==> src/rtl/dsi_pkg.sv <==
// rtl/dsi_pkg.sv - shared DSI lane constants, rx state encoding and small helpers.
package dsi_pkg;

    // Sync byte is shared with the tx lane.
    localparam logic [7:0] SYNC_SEQUENCE = 8'b00011101;

    typedef enum logic [2:0] {
        IDLE   = 3'd0,
        SETTLE = 3'd1,
        HUNT   = 3'd2,
        ACTIVE = 3'd3,
        ERR    = 3'd4
    } rx_state_t;

    function automatic logic sync_match(input logic [7:0] cand, input logic tol);
        int ones;
        ones = $countones(cand ^ SYNC_SEQUENCE);
        return tol ? (ones <= 1) : (ones == 0);
    endfunction

    function automatic logic [7:0] sat_inc(input logic [7:0] v);
        return (v == 8'hFF) ? v : v + 8'd1;
    endfunction

endpackage

==> src/rtl/dsi_hs_byte_aligner.sv <==
// rtl/dsi_hs_byte_aligner.sv - two-byte lane window, sync search, offset latch and barrel select.
module dsi_hs_byte_aligner #(
    parameter int SYNC_ERR_TOL = 0
) (
    input  logic       clk,
    input  logic       rst,
    input  logic [7:0] hs_input,
    input  logic       hunt,
    output logic       match,
    output logic [7:0] sel_byte
);
    import dsi_pkg::*;

    logic [7:0]  prev_byte;
    logic [2:0]  offset;
    logic [2:0]  match_k;
    logic [15:0] window;

    // Older byte sits in the low half so window bit 0 is the earliest bit on the wire.
    assign window = {hs_input, prev_byte};

    // Descending scan so the lowest matching bit position is the one left standing.
    always_comb begin
        match   = 1'b0;
        match_k = 3'd0;
        for (int k = 7; k >= 0; k--) begin
            if (sync_match(window[k +: 8], SYNC_ERR_TOL != 0)) begin
                match   = 1'b1;
                match_k = 3'(k);
            end
        end
    end

    always_ff @(posedge clk) begin
        if (rst) begin
            prev_byte <= 8'd0;
            offset    <= 3'd0;
        end else begin
            prev_byte <= hs_input;
            if (hunt && match) begin
                offset <= match_k;
            end
        end
    end

    assign sel_byte = window[offset +: 8];

endmodule

==> src/rtl/dsi_hs_lane_rx.sv <==
// rtl/dsi_hs_lane_rx.sv - DSI high-speed lane receiver: settle, sync hunt and aligned byte output.
module dsi_hs_lane_rx #(
    parameter int SYNC_ERR_TOL = 0
) (
    input  logic       clk,
    input  logic       rst,
    input  logic [7:0] hs_input,
    input  logic       hs_valid,
    input  logic [7:0] hs_settle_timeout,
    input  logic [7:0] hs_sync_timeout,
    output logic [7:0] out_data,
    output logic       out_valid,
    output logic       out_start,
    output logic       out_end,
    output logic       active,
    output logic       sync_err
);
    import dsi_pkg::*;

    rx_state_t  state;
    logic [7:0] settle_cnt;
    logic [7:0] hunt_cnt;
    logic       lp_seen;
    logic       first_byte;
    logic       align_match;
    logic [7:0] align_byte;
    logic       hunting;
    logic       settle_done;
    logic       hunt_expired;

    dsi_hs_byte_aligner #(
        .SYNC_ERR_TOL (SYNC_ERR_TOL)
    ) u_aligner (
        .clk      (clk),
        .rst      (rst),
        .hs_input (hs_input),
        .hunt     (hunting),
        .match    (align_match),
        .sel_byte (align_byte)
    );

    assign hunting = (state == HUNT) && hs_valid;

    // Widened compares keep a zero or shrinking timeout from underflowing.
    assign settle_done  = ({1'b0, settle_cnt} + 9'd1) >= {1'b0, hs_settle_timeout};
    assign hunt_expired = (hs_sync_timeout != 8'd0) &&
                          (({1'b0, hunt_cnt} + 9'd1) >= {1'b0, hs_sync_timeout});

    always_ff @(posedge clk) begin
        if (rst) begin
            state      <= IDLE;
            settle_cnt <= 8'd0;
            hunt_cnt   <= 8'd0;
            lp_seen    <= 1'b0;
            first_byte <= 1'b0;
            out_data   <= 8'd0;
            out_valid  <= 1'b0;
            out_start  <= 1'b0;
            out_end    <= 1'b0;
            active     <= 1'b0;
            sync_err   <= 1'b0;
        end else begin
            out_valid <= 1'b0;
            out_start <= 1'b0;
            out_end   <= 1'b0;
            sync_err  <= 1'b0;
            if (!hs_valid) begin
                // A burst already running at reset release is ignored until LP is seen.
                lp_seen    <= 1'b1;
                out_end    <= (state == ACTIVE);
                state      <= IDLE;
                active     <= 1'b0;
                settle_cnt <= 8'd0;
                hunt_cnt   <= 8'd0;
                first_byte <= 1'b0;
            end else begin
                unique case (state)
                    IDLE: begin
                        if (lp_seen) begin
                            active     <= 1'b1;
                            settle_cnt <= 8'd0;
                            hunt_cnt   <= 8'd0;
                            if (hs_settle_timeout == 8'd0) begin
                                state <= HUNT;
                            end else begin
                                state <= SETTLE;
                            end
                        end
                    end
                    SETTLE: begin
                        if (settle_done) begin
                            state    <= HUNT;
                            hunt_cnt <= 8'd0;
                        end else begin
                            settle_cnt <= sat_inc(settle_cnt);
                        end
                    end
                    HUNT: begin
                        if (align_match) begin
                            state      <= ACTIVE;
                            first_byte <= 1'b1;
                        end else if (hunt_expired) begin
                            state    <= ERR;
                            sync_err <= 1'b1;
                        end else begin
                            hunt_cnt <= sat_inc(hunt_cnt);
                        end
                    end
                    ACTIVE: begin
                        out_valid  <= 1'b1;
                        out_data   <= align_byte;
                        out_start  <= first_byte;
                        first_byte <= 1'b0;
                    end
                    ERR: begin
                        state <= ERR;
                    end
                    default: begin
                        state  <= IDLE;
                        active <= 1'b0;
                    end
                endcase
            end
        end
    end

endmodule

==> config.mk <==
export PLATFORM = sky130hd
export DESIGN_NAME = dsi_hs_lane_rx
export DESIGN_NICKNAME = d
export VERILOG_FILES = /design/src/rtl/dsi_pkg.sv /design/src/rtl/dsi_hs_byte_aligner.sv /design/src/rtl/dsi_hs_lane_rx.sv
export SDC_FILE = /design/constraint.sdc
export NUM_CORES = 1
export LEC_CHECK = 0
export ABC_CLOCK_PERIOD_IN_PS = 7800
export CAP_MARGIN = 20
export CORE_UTILIZATION = 60
export CTS_CLUSTER_DIAMETER = 80
export DETAILED_ROUTE_END_ITERATION = 8
export MAX_ROUTING_LAYER = met4
export PLACE_DENSITY = 0.83
export SYNTH_ARGS = -nofsm -noshare
export SYNTH_HDL_FRONTEND = slang
export SYNTH_SLANG_ARGS = --single-unit
==> constraint.sdc <==
create_clock -name clk -period 7.8 [get_ports clk]
set_clock_uncertainty 0.15 [all_clocks]
set_input_delay 1.56 -clock clk [delete_from_list [all_inputs] [get_ports clk]]
set_output_delay 1.56 -clock clk [all_outputs]
set_load 0.005 [all_outputs]
==> results.json, run 1 <==
{
  "port_buffers": 39,
  "yosys_warnings": 0,
  "grt_max_degree": 24,
  "finalCriticalPeriod_ns": 6.113,
  "track_usage_pct": 27.30,
  "die_area_mm2": 0.007430,
  "avgSynthCellArea_um2": 9.109,
  "synth_area_leaders": "dfxtp_1 (21%), ha_1 (18%), fa_1 (15%)",
  "crit_type": "in -> reg",
  "overflow": 0,
  "worst_pin_slew_ns": 0.9650,
  "drc_errors": 0,
  "crit_required_ns": 7.87,
  "clk_pin_slew_worst_paths_ns": 0.08,
  "p_int_mw": 0.4152,
  "core_mm2": 0.006832,
  "clock_latency_ns": 0.31,
  "multiInputGateArea_mm2": 0.002969,
  "drt-pass1-iter-count": 4,
  "worstSetupEndpointType": "flip-flop",
  "synthMostInstantiatedCell": "inv_1",
  "max_slew_margin_pct": 35.17,
  "grt_pass1_vias": 3493,
  "syn_area_mm2": 0.004254,
  "synth.top_cell.area_share_pct": 21.18,
  "final-hold-violation-count": 0,
  "p_comb_share_pct": 41.2,
  "finalSetupTns_ns": 0,
  "switching_share_pct": 37.01,
  "seq_area_frac_synth_pct": 21.18,
  "die_h_um": 86.20,
  "synth_cell_type_count": 51,
  "synth_common_cells": "inv_1 (82), ha_1 (62), dfxtp_1 (45)",
  "p_seq_share_pct": 36.2,
  "min_period_over_period_pct": 78.37,
  "gp_congestion": 0.9171,
  "ys_ff_latch": 45,
  "maxCapViolCount": 0,
  "antenna_cells": 0,
  "vias": 3351,
  "cp.arrival_ns": 6.18,
  "hp-class": "reg -> reg",
  "clock_sinks": 45,
  "antenna_left": 0,
  "clk_path_buf_depth": 2,
  "drt_iter0_markers": 160,
  "ys.flop_type": "dfxtp_1",
  "syn_to_final_growth_pct": 12.32,
  "cts_resized": 0,
  "max_freq_ghz": 0.1636,
  "cts_buffers": 5,
  "fillers": 559,
  "pwr-share-clk_pct": 22.6,
  "post_drt_wl_per_cell_um": 15.03,
  "htree_levels": 2,
  "dp_hpwl_um": 7404,
  "nNetsFinal": 618,
  "vdd_ir_drop_max_v": 0.00008884,
  "final_util_pct": 69.95,
  "vias_per_cell": 5.641,
  "synthArstFlopShare_pct": 0,
  "postCtsSetupRepairBufs": 0,
  "routed_wl_um": 8929,
  "fp-row-count": 30,
  "layout-drive-gt1-share_pct": 4.418,
  "initial_core_util_pct": 62.27,
  "cts-root-buf": "clkbuf_8",
  "fp.dieW_um": 86.20,
  "p_switching_mw": 0.2440,
  "drv_slew": 0,
  "cts-hold-fix-buffers": 0,
  "regArea_um2": 900.9,
  "grt_pass1_wl_um": 15540,
  "synth_area_leader_cell": "dfxtp_1",
  "setup_viol": 0,
  "status": "finished clean",
  "path_max_fanout": 6,
  "synth_enable_flop_cells": 0,
  "syn_nets": 588,
  "cts_tree": "yes",
  "power.density_mw_per_mm2": 137.9,
  "antenna_found_initial": 0,
  "rsz0062_at_grt": "false",
  "synth_cells": 467,
  "io_pins": 40,
  "p_leak_nw": 2.104,
  "cp-start-kind": "primary input"
}
-- power by group through the flow --
stage               combinational, mW  sequential, mW  clock (mW)
finish                          0.272           0.238       0.149
global route                    0.313           0.239       0.162
CTS                             0.272           0.238       0.154
detailed placement              0.268           0.244           0
global placement                0.249           0.243           0
floorplan                       0.203           0.241           0
-- path summary, 6_finish.rpt --
kind              cells after the start  slack [ns]                              start                                to
setup / recovery                     17        1.69                        hs_input[0]  u_aligner.offset[1]$_SDFFE_PP0P_
setup reg to reg                     14        3.00  u_aligner.prev_byte[7]$_SDFF_PP0_          hunt_cnt[5]$_SDFFE_PP0P_
hold reg to reg                       1        0.33            first_byte$_SDFFE_PP0P_              out_start$_SDFF_PP0_
hold / removal                        1        0.33            first_byte$_SDFFE_PP0P_              out_start$_SDFF_PP0_
-- per-stage QoR --
stage	hold slack [ns]	instance area [um^2]	power, mW	worst slack, ns	std cells
4_1_cts	0.3295	4778	0.6637	1.735	594
5_1_grt	0.3600	4778	0.7139	1.409	594
3_3_place_gp	0.3104	4688	0.4920	1.595	586
3_5_place_dp	0.3076	4688	0.5120	1.414	586
6_report	0.3275	4778	0.6591	1.687	594
2_1_floorplan	0.2807	4254	0.4437	2.397	467
-- critical path, cell delays in order --
cell and delay, ns:
clkdlybuf4s50_1 0.59, inv_1 0.15, ha_1 0.39, inv_1 0.11, fa_1 0.43, inv_1 0.08, fa_1 0.41, inv_1 0.07
ha_1 0.13, inv_1 0.04, fa_1 0.47, nor4bb_1 0.44, or4_4 0.23, or2_1 0.24, nand3_1 0.17, or4_1 0.52
a21oi_1 0.15
-- cell usage in the layout, fill, tap and decap left out, types with 2 or more instances in the layout --
cell type and instances:
or4bb_1 2, a21oi_2 3, nor4_1 9, a211o_1 4, and2_1 5, o221a_2 2
fa_1 32, xor2_1 8, ha_1 62, nand3b_1 2, mux4_2 6, nand2b_1 8
clkbuf_8 5, dfxtp_1 45, clkdlybuf4s50_1 39, nor2b_1 7, a31oi_1 9, a21o_1 4
mux2i_1 17, o21ai_0 8, a311oi_1 2, nor3_1 5, nand4_1 3, nor2_1 29
and3_1 4, xnor2_1 4, a211oi_1 8, nand3_1 16, a21oi_1 24, or4_1 5
inv_1 82, nand2_1 19
-- routing by layer --
layer / track usage, % / wire length, um
met1: 31.55 / 3841
met2: 48.77 / 4576
met3: 4.095 / 313
met4: 8.636 / 198
met5: - / 0
-- final cells by class --
class / instances / area share, %
Inverter: 82 / 6.441
Clock buffer: 5 / 1.440
Multi-Input combinational cell: 324 / 62.14
Tap cell: 96 / 2.514
Sequential cell: 45 / 18.85
Timing Repair Buffer: 39 / 8.170
Clock inverter: 3 / 0.4451
-- registers in the layout, summed over array words and instances (netlist names) --
| register | count |
|---|---|
| sync_err | 1 |
| settle_cnt | 8 |
| hunt_cnt | 8 |
| u_aligner.prev_byte | 8 |
| out_start | 1 |
| active | 1 |
| out_end | 1 |
| lp_seen | 1 |
| state | 3 |
| out_data | 8 |
| out_valid | 1 |
| first_byte | 1 |
| u_aligner.offset | 3 |
-- cells by family (layout without fill, tap and decap cells) --
family / Yosys count / in the layout / synth area share (%)
muxes: 24 / 24 / 7.441
DFF: 45 / 45 / 21.18
AOI/OAI and AO/OA: 74 / 74 / 11.68
buffers and inverters: 98 / 129 / 9.029
xor gates and xnor gates: 12 / 12 / 2.471
adders and majority gates: 94 / 94 / 33.29
and+or+nand+nor: 120 / 120 / 14.91
No activity file was read; power rests on OpenSTA's default activity.
==> run 2, diff against run 1 <==
--- a/config.mk
+++ b/config.mk
@@ -5,13 +5,13 @@
 export SDC_FILE = /design/constraint.sdc
 export NUM_CORES = 1
 export LEC_CHECK = 0
-export ABC_CLOCK_PERIOD_IN_PS = 7800
+export ABC_CLOCK_PERIOD_IN_PS = 5000
 export CAP_MARGIN = 20
-export CORE_UTILIZATION = 60
+export CORE_UTILIZATION = 53
 export CTS_CLUSTER_DIAMETER = 80
 export DETAILED_ROUTE_END_ITERATION = 8
 export MAX_ROUTING_LAYER = met4
-export PLACE_DENSITY = 0.83
+export PLACE_DENSITY = 0.78
 export SYNTH_ARGS = -nofsm -noshare
 export SYNTH_HDL_FRONTEND = slang
 export SYNTH_SLANG_ARGS = --single-unit
==> constraint.sdc (replaced) <==
create_clock -name clk -period 5 [get_ports clk]
set_clock_uncertainty 0.15 [all_clocks]
set_input_delay 1 -clock clk [delete_from_list [all_inputs] [get_ports clk]]
set_output_delay 1 -clock clk [all_outputs]
set_load 0.005 [all_outputs]
==> run 2 against run 1 <==
Net effect: register-to-register slack worse by 2.7 ns; clock-buffer cell count unchanged; sequential power up 56%; via count up 4.1%; critical path type unchanged; non-clock buffer count up 30; cell count up 6.1%; largest cell class unchanged; wire length up 2.2%; power up 73%.
==> results.json, run 2 (same netlist as run 1, synthesis figures left out) <==
{
  "track_usage_pct": 23.32,
  "power.density_mw_per_mm2": 224.9,
  "finalNonFillerCells": 630,
  "cts_tree": "yes",
  "holdPathEnd": "out_start$_SDFF_PP0_",
  "clk_path_buf_depth": 2,
  "rr_startpoint": "u_aligner.prev_byte[6]$_SDFF_PP0_",
  "p_leak_nw": 2.270,
  "path_max_fanout": 12,
  "post_drt_wl_per_cell_um": 14.49,
  "max_slew_margin_pct": 32.23,
  "dp_cells": 618,
  "routed_wl_um": 9129,
  "grt_pass1_vias": 3467,
  "min_period_over_period_pct": 96.44,
  "crit_type": "in -> reg",
  "grt_max_degree": 17,
  "final-hold-violation-count": 0,
  "clk_pin_slew_worst_paths_ns": 0.09,
  "use_met1_pct": 26.11,
  "grt_pass1_wl_um": 15300,
  "cts_buffers": 5,
  "rsz0062_at_grt": "false",
  "holdWs_ns": 0.3233,
  "cp.arrival_ns": 4.83,
  "die_h_um": 91.59,
  "io_pins": 40,
  "vdd_ir_drop_max_v": 0.0001478,
  "overflow": 0,
  "cts-root-buf": "clkbuf_8",
  "use_met3_pct": 2.513,
  "finalCriticalPeriod_ns": 4.822,
  "nNetsFinal": 648,
  "drc_errors": 0,
  "status": "finished clean",
  "hold_start": "first_byte$_SDFFE_PP0P_",
  "htree_levels": 2,
  "cp-start-kind": "primary input",
  "final_cell_mix": "inv_1 (79), ha_1 (56), dfxtp_1 (45), clkdlybuf4s50_1 (35), fa_1 (32)",
  "drt_iter0_markers": 95,
  "grtUsageMet2_pct": 43.05,
  "finalSetupTns_ns": 0,
  "core_mm2": 0.007727,
  "drt-pass1-iter-count": 4,
  "fp.dieW_um": 91.59,
  "antenna_cells": 0,
  "crit_required_ns": 5.01,
  "initial_core_util_pct": 55.05,
  "r2r_cells": 16,
  "max_freq_ghz": 0.2074,
  "dp_hpwl_um": 7499,
  "vias_per_cell": 5.537,
  "hold_depth": 1,
  "ff2ff_setup_slack_ns": 0.26,
  "setup_viol": 0,
  "cts-hold-fix-buffers": 0,
  "final_common_cell": "inv_1",
  "gp_congestion": 0.8328,
  "hp-class": "reg -> reg",
  "antenna_found_initial": 0,
  "fp-row-count": 32,
  "r2r-end": "hunt_cnt[2]$_SDFFE_PP0P_",
  "busiest_layer": "met2",
  "vias": 3488,
  "drv_slew": 0,
  "worstSetupEndpointType": "flip-flop",
  "worst_pin_slew_ns": 1.009,
  "layout-drive-gt1-share_pct": 12.69,
  "antenna_left": 0,
  "syn_to_final_growth_pct": 19.18,
  "die_area_mm2": 0.008389,
  "maxCapViolCount": 0,
  "clock_sinks": 45,
  "port_buffers": 39,
  "clock_latency_ns": 0.31
}
-- run 2: cell types whose count changed in the layout (fill, tap and decap cells not counted), sizes merged --
| cell | delta |
|---|---|
| buf | +30 |
| clkdlybuf4s50 | -4 |
| dlymetal6s2s | +3 |
| clkbuf | +1 |
-- run 2: worst max-delay path by stage --
stage                start                          endpoint  slack, ns
2_1_floorplan  hs_input[0]          hunt_cnt[6]$_SDFFE_PP0P_       0.16
3_3_place_gp   hs_input[0]          hunt_cnt[6]$_SDFFE_PP0P_      -0.43
3_5_place_dp   hs_input[0]          hunt_cnt[5]$_SDFFE_PP0P_      -0.52
4_1_cts        hs_input[1]  u_aligner.offset[1]$_SDFFE_PP0P_      0.007
5_1_grt        hs_input[4]          hunt_cnt[7]$_SDFFE_PP0P_       0.02
6_report       hs_input[4]          hunt_cnt[2]$_SDFFE_PP0P_       0.18
-- run 2: layout make-up --
| type | instances | area [um^2] |
|---|---|---|
| clock inverters | 3 | 21.27 |
| repair buffers | 69 | 621.8 |
| well taps | 102 | 127.6 |
| multi-input cells | 324 | 3022 |
| inverters | 82 | 307.8 |
| flip-flops and latches | 45 | 900.9 |
| clock buffers | 5 | 68.82 |
| fillers | 647 | 2658 |
-- run 2: critical path: stages --
cell and delay, ns:
clkdlybuf4s50_1 0.47, ha_1 0.14, inv_1 0.05, fa_1 0.47, fa_1 0.55, inv_1 0.04, ha_1 0.20, fa_1 0.49
or4_4 0.13, nand4_1 0.18, or2_4 0.29, buf_4 0.13, a211o_4 0.32, buf_4 0.16, a21oi_1 0.14, nor3_1 0.07
-- run 2: what timing repair did --
action | 4_1_cts | 5_1_grt
endpoints found under the setup margin | 9 | 12
gates cloned | 0 | 0
resized for setup | 7 | 15
buffers inserted | 1 | 3
pin swaps | 2 | 7
-- run 2: where the power goes --
part / switching (mW) / internal [mW] / leakage (nW)
Clock: 0.133 / 0.0993 / 0.0445
Sequential: 0.00743 / 0.364 / 0.365
Combinational: 0.262 / 0.275 / 1.86
Total: 0.403 / 0.738 / 2.27
-- run 2: layer usage --
metal  vias up  routed length [um]
met5         -                   0
met4         0                 169
met3        17                 267
met2        77                4790
met1      1684                3901
li1       1710                   -
-- run 2: stage by stage --
stage          utilization [%]  setup WS (ns)  power [mW]  area (um^2)
2_1_floorplan                -         0.1565      0.6922         4254
3_3_place_gp             63.29        -0.4257      0.8281         4891
3_5_place_dp             63.29        -0.5234      0.8553         4891
4_1_cts                  64.86       0.007310       1.115         5012
5_1_grt                  65.61        0.02494       1.227         5070
6_report                 65.61         0.1778       1.140         5070
